===== src/rtl/minimac2_slot_ctl.sv =====
// ============================================================================
// minimac2_slot_ctl : buffer-ownership controller (2 RX slots, 1 TX buffer)
// Revision 1.0
// ============================================================================
`default_nettype none

module minimac2_slot_ctl #(
  parameter logic [3:0] CSR_ID = 4'h0,
  parameter int         CNT_W  = 11
) (
  input  logic             sys_clk,
  input  logic             sys_rst,
  input  logic [13:0]      csr_a,
  input  logic             csr_we,
  input  logic [31:0]      csr_di,
  output logic [31:0]      csr_do,
  output logic             rx_ready,
  output logic             rx_sel,
  input  logic             rx_begin,
  input  logic             rx_done,
  input  logic             rx_error,
  input  logic [CNT_W-1:0] rx_count,
  output logic             tx_start,
  output logic [CNT_W-1:0] tx_count,
  input  logic             tx_done,
  output logic             irq_rx,
  output logic             irq_tx
);

  typedef enum logic [1:0] {
    EMPTY   = 2'b00,
    LOADING = 2'b01,
    PENDING = 2'b10
  } slot_t;

  slot_t            state_q [2];
  slot_t            state_d [2];
  logic [CNT_W-1:0] count_q [2];
  logic [CNT_W-1:0] count_d [2];
  logic             rx_busy_q, rx_busy_d;
  logic             busy_slot_q, busy_slot_d;
  logic             last_fill_q, last_fill_d;
  logic             tx_busy_q, tx_busy_d;
  logic [CNT_W-1:0] tx_count_q, tx_count_d;
  logic             tx_start_q, tx_start_d;
  logic             irq_tx_q, irq_tx_d;
  logic [31:0]      csr_do_q, csr_do_d;

  logic bank_hit, csr_wr, ld0, ld1, rx_accept, tx_accept;
  logic unused_bits;

  assign unused_bits = ^{csr_a[9:3], csr_di[31:CNT_W]};

  assign bank_hit  = (csr_a[13:10] == CSR_ID);
  assign csr_wr    = csr_we & bank_hit;
  assign ld0       = (state_q[0] == LOADING);
  assign ld1       = (state_q[1] == LOADING);
  // With both slots armed, alternate away from the slot filled last.
  assign rx_sel    = (ld0 & ld1) ? ~last_fill_q : ld1;
  assign rx_ready  = (ld0 | ld1) & ~rx_busy_q;
  assign irq_rx    = (state_q[0] == PENDING) | (state_q[1] == PENDING);
  assign rx_accept = rx_begin & rx_ready;
  assign tx_accept = csr_wr & (csr_a[2:0] == 3'd4) & ~tx_busy_q & ~tx_done
                     & (csr_di[CNT_W-1:0] != '0);

  always_comb begin
    for (int i = 0; i < 2; i++) begin
      state_d[i] = state_q[i];
      count_d[i] = count_q[i];
    end
    rx_busy_d   = rx_busy_q;
    busy_slot_d = busy_slot_q;
    last_fill_d = last_fill_q;
    tx_busy_d   = tx_busy_q;
    tx_count_d  = tx_count_q;
    tx_start_d  = 1'b0;
    irq_tx_d    = irq_tx_q;
    csr_do_d    = '0;

    // Software may only hand back or arm a slot that the RX engine is not using.
    for (int i = 0; i < 2; i++) begin
      if (csr_wr && (csr_a[2:0] == 3'(2 * i)) && !csr_di[1]
          && !(rx_busy_q && (busy_slot_q == 1'(i)))
          && !(rx_accept && (rx_sel == 1'(i))))
        state_d[i] = slot_t'(csr_di[1:0]);
    end

    if (rx_accept) begin
      rx_busy_d   = 1'b1;
      busy_slot_d = rx_sel;
    end

    if (rx_busy_q) begin
      if (rx_error) begin
        rx_busy_d = 1'b0;
      end else if (rx_done) begin
        state_d[busy_slot_q] = PENDING;
        count_d[busy_slot_q] = rx_count;
        last_fill_d          = busy_slot_q;
        rx_busy_d            = 1'b0;
      end
    end

    if (tx_accept) begin
      tx_count_d = csr_di[CNT_W-1:0];
      tx_start_d = 1'b1;
      tx_busy_d  = 1'b1;
    end

    if (csr_wr && (csr_a[2:0] == 3'd5) && csr_di[0])
      irq_tx_d = 1'b0;

    if (tx_busy_q && tx_done) begin
      tx_busy_d  = 1'b0;
      tx_count_d = '0;
      irq_tx_d   = 1'b1;
    end

    if (bank_hit) begin
      case (csr_a[2:0])
        3'd0:    csr_do_d = {30'b0, state_q[0]};
        3'd1:    csr_do_d = {{(32-CNT_W){1'b0}}, count_q[0]};
        3'd2:    csr_do_d = {30'b0, state_q[1]};
        3'd3:    csr_do_d = {{(32-CNT_W){1'b0}}, count_q[1]};
        3'd4:    csr_do_d = {{(32-CNT_W){1'b0}}, tx_count_q};
        3'd5:    csr_do_d = {31'b0, irq_tx_q};
        default: csr_do_d = '0;
      endcase
    end
  end

  always_ff @(posedge sys_clk) begin
    if (sys_rst) begin
      for (int i = 0; i < 2; i++) begin
        state_q[i] <= EMPTY;
        count_q[i] <= '0;
      end
      rx_busy_q   <= 1'b0;
      busy_slot_q <= 1'b0;
      last_fill_q <= 1'b1;
      tx_busy_q   <= 1'b0;
      tx_count_q  <= '0;
      tx_start_q  <= 1'b0;
      irq_tx_q    <= 1'b0;
      csr_do_q    <= '0;
    end else begin
      for (int i = 0; i < 2; i++) begin
        state_q[i] <= state_d[i];
        count_q[i] <= count_d[i];
      end
      rx_busy_q   <= rx_busy_d;
      busy_slot_q <= busy_slot_d;
      last_fill_q <= last_fill_d;
      tx_busy_q   <= tx_busy_d;
      tx_count_q  <= tx_count_d;
      tx_start_q  <= tx_start_d;
      irq_tx_q    <= irq_tx_d;
      csr_do_q    <= csr_do_d;
    end
  end

  assign csr_do   = csr_do_q;
  assign tx_start = tx_start_q;
  assign tx_count = tx_count_q;
  assign irq_tx   = irq_tx_q;

endmodule

`default_nettype wire


===== config.mk =====
export PLATFORM = sky130hd
export DESIGN_NAME = minimac2_slot_ctl
export DESIGN_NICKNAME = d
export VERILOG_FILES = /design/src/rtl/minimac2_slot_ctl.sv
export SDC_FILE = /design/constraint.sdc
export NUM_CORES = 1
export LEC_CHECK = 0
export BUFFER_PORTS_ARGS = -buffer_cell sky130_fd_sc_hd__buf_2
export CORE_MARGIN = 2
export CORE_UTILIZATION = 50
export DETAILED_ROUTE_END_ITERATION = 10
export PLACE_DENSITY = 0.82
export SLEW_MARGIN = 5
export SYNTH_ARGS = -nofsm -noshare
export SYNTH_HDL_FRONTEND = slang
export SYNTH_SLANG_ARGS = --single-unit

===== constraint.sdc =====
create_clock -name sys_clk -period 2.1 [get_ports sys_clk]
set_input_delay 0.21 -clock sys_clk [delete_from_list [all_inputs] [get_ports sys_clk]]
set_output_delay 0.21 -clock sys_clk [all_outputs]
set_load 0.03 [all_outputs]

==> summary.md <==
| Metric | Value |
|---|---|
| Worst Path Arrival | 1330 ps |
| Unrepaired setup endpoints after global routing | no |
| Crit. Startpoint | state_q[0][1] |
| Drt pass-1 iters | 4 |
| Antenna-violating nets left | 0 |
| Core Rows | 25 |
| R2R Path Start | rx_busy_q |
| P_leak | about 1.2 nW |
| Least-Margin Pin Slew | about 530 ps |
| CTS tree | built |
| CTS H-tree lvls | 2 |
| R2R depth | 4 |
| Largest family of logic cells by synthesized area | simple AND/OR/NAND/NOR gates |
| # DRC | 0 |
| Final #Nets | 425 |
| Synth Area in Compound Gates | 14.4% |
| Initial antenna violation count | 0 |
| Peak supply drop | 0.299 mV |
| Synth top area share | 43.0% |
| Crit start category | flip-flop |
| Post-DR vias/cell | 4.99 |
| Cell taking the most area after synthesis | dfxtp_1 |
| Initial core utilization | a little over half |
| Min-delay src | sys_rst |
| Post-Synth Adder-Cell Area | 0% |
| Post-CTS setup buffer count | 0 |
| Post-synth EDFFs | 0 |
| Total CTS buffers | 5 |
| CTS Buffer Depth | 2 |
| Area of the multi-input gates | ~0.0012 sq mm |
| Avg WL per Cell | 12.1 um |
| R2r setup slk | 610 ps |
| Hold Slack | approximately 140 ps |
| Synthesized area per cell | slightly above 8 sq um |
| Post-Synth XOR/XNOR Area | 0% |
| Critical R2R Capture | state_q[0][2] |
| FMAX | 0.650 GHz |
| Share of the yosys chip area belonging to registers | 43.0% |
| Core area | 0.00479 sq mm |
| Routed vias | 2142 |
| Total global routing overflow | 0 |
| Share of layout cells above drive strength 1 | a little under a quarter |
| Final wirelength | 5210 um |
| Max-slew headroom | 64.7% |
| Max-slew violations | 0 |
| Ys async rst share | 0% |
| Full die area | 0.00561 sq mm |
| Top cells by area, synth | dfxtp_1, nand2_1, a21oi_1, buf_4, mux2i_1 |
| Cell Area, Synth | 0.00251 sq mm |
| Die width | 74.9 um |
| Number of hold buffers added after cts | 0 |
| I/O Pins | 112 |
| Hold WC Path Type | primary input to flip-flop |
| Area grow syn2layout | 13.7% |
| Crit. End Element | output port |
| Max cap viols | 0 |
| Filler cell count in the final layout | about 450 |
| Setup Skew | 6.75 ps |
| Ys Warns | 0 |
| Post-route setup TNS | 0 ps |
| Post-CTS Resized | 0 |
| Antenna Cells | 0 |
| Die H | 74.9 um |
| PortBufs | 62 |
| Hold Crit Depth | 2 |
| Critical path class | flip-flop to output port |
| CP Data Required Time | between 1500 and 2000 ps |
| Power density over the cells | 624 mW/mm^2 |
| 1st-iter DRT viols | 120 |
| Cell variety after synth | 34 |
| Crit-path max FO | 5 |
| Post-layout min period | between 1500 and 2000 ps |
| Final setup viols | 0 |
| Cells after Synth | 305 |
| Vias in the first global route | 1898 |
| FF+latch area | around 0.0011 sq mm |
| Multiplexer share of the synthesized area | ~6.6% |
| Simple-Gate Fraction of Synth Area | about a quarter |
| Hold Fails Final Rpt | 0 |
| Later-pin clock latency in the skew report | 300 ps |
| Flops & latches, synth | 54 |
| Clock-pin slew on the worst setup and hold paths | 90 ps |
| Clock root buffer | clkbuf_8 |
| Ys flop type | dfxtp_1 |
| First-pass GRT wire length | 8180 um |
| DP Wirelength | 3860 um |
| Hold EP | irq_tx |
| Outcome | complete, no violations |
| Sink Count | 54 |
| GP Congestion | roughly 0.9 |
| Final worst path period share | 73.3% |
| Pin count of the biggest net entering global routing | 28 |
| Tot GR Track Use | 18.8% |
-- logic make-up (layout without fill, tap and decap cells) --
family / count (synthesis) / after routing
and+or+nand+nor: 127 / 127
DFF: 54 / 54
buffers and inverters: 46 / 83
AOI/OAI and AO/OA: 63 / 63
muxes: 14 / 14
other: 1 / 21
-- report_power, final --
part           switching, mW  total (mW)  internal [mW]
sequential          0.000405        1.02           1.02
combinational          0.110       0.153         0.0427
clock                  0.336       0.608          0.272
total                  0.446        1.78           1.34
-- synthesized netlist by cell type (2+ instances only) --
| library cell | count |
|---|---|
| a21oi_1 | 40 |
| buf_2 | 6 |
| buf_4 | 24 |
| buf_6 | 4 |
| clkbuf_1 | 6 |
| dfxtp_1 | 54 |
| inv_1 | 6 |
| mux2i_1 | 12 |
| mux4_2 | 2 |
| nand2_1 | 59 |
| nand2b_1 | 4 |
| nand3_1 | 8 |
| nand4_1 | 9 |
| nor2_1 | 29 |
| nor2b_1 | 3 |
| nor3_1 | 2 |
| nor3b_1 | 2 |
| nor4_1 | 2 |
| o2111ai_1 | 2 |
| o211a_1 | 2 |
| o21a_1 | 2 |
| o21ai_0 | 15 |
-- registers in the layout, summed over array words and instances (netlist names) --
name,count
tx_busy_q,1
count_q,22
busy_slot_q,1
tx_start,1
irq_tx,1
state_q,4
tx_count,11
rx_busy_q,1
csr_do,11
last_fill_q,1
-- layer usage --
layer  track usage [%]  vias up  share of wire (%)
met4              7.34        0                1.5
li1                  -     1101                  -
met1              23.5      970                 44
met5                 0        -                  0
met3              2.81        8                4.8
met2              32.7       63                 49
-- worst max-delay path: stages (launching register included) --
cell and delay, ps:
dfxtp_1 390, and2b_1 260, a21oi_1 160, buf_2 210
-- layout make-up --
type / instances / area share (%)
multi-input cells: 225 / 42.3
flip-flops and latches: 54 / 37.8
repair buffers: 69 / 12.7
well taps: 67 / 2.93
clock buffers: 6 / 2.89
inverters: 6 / 0.788
clock inverters: 2 / 0.613
-- through the flow --
| stage | power [mW] | cell area [sq um] | worst slack (ps) | std cells | util [%] |
|---|---|---|---|---|---|
| after global placement | 1.20 | 2760 | 582 | 421 | 57.6 |
| after detailed placement | 1.20 | 2760 | 556 | 421 | 57.6 |
| after CTS | 1.79 | 2860 | 559 | 429 | 59.7 |
| after global routing | 1.85 | 2860 | 485 | 429 | 59.7 |
| after floorplan | 1.18 | 2590 | 800 | 325 | - |
| final | 1.78 | 2860 | 561 | 429 | 59.7 |
-- worst max-delay path by stage --
stage | to | slack [ps] | cells past startpoint
floorplan | rx_sel | 800 | 2
detailed placement | csr_do[0] | 560 | 4
global route | rx_sel | 480 | 3
finish | rx_sel | 560 | 3
global placement | csr_do[0] | 580 | 4
CTS | rx_sel | 560 | 3
-- cell usage in the layout (no fill, tap or decap), types with 2 or more instances in the layout --
master     count
mux2i_1       12
inv_1          6
nor2_1        29
conb_1        21
nand3_1        8
nand2b_1       4
dfxtp_1       54
mux4_2         2
nor4_1         2
o21ai_0       15
nor3_1         2
nand2_1       59
nand4_1        9
buf_2         62
buf_4          7
clkbuf_8       6
o211a_1        2
o21a_1         2
clkinv_4       2
o2111ai_1      2
nor3b_1        2
nor2b_1        3
a21oi_1       40
Power figures use the tool's default switching activity.
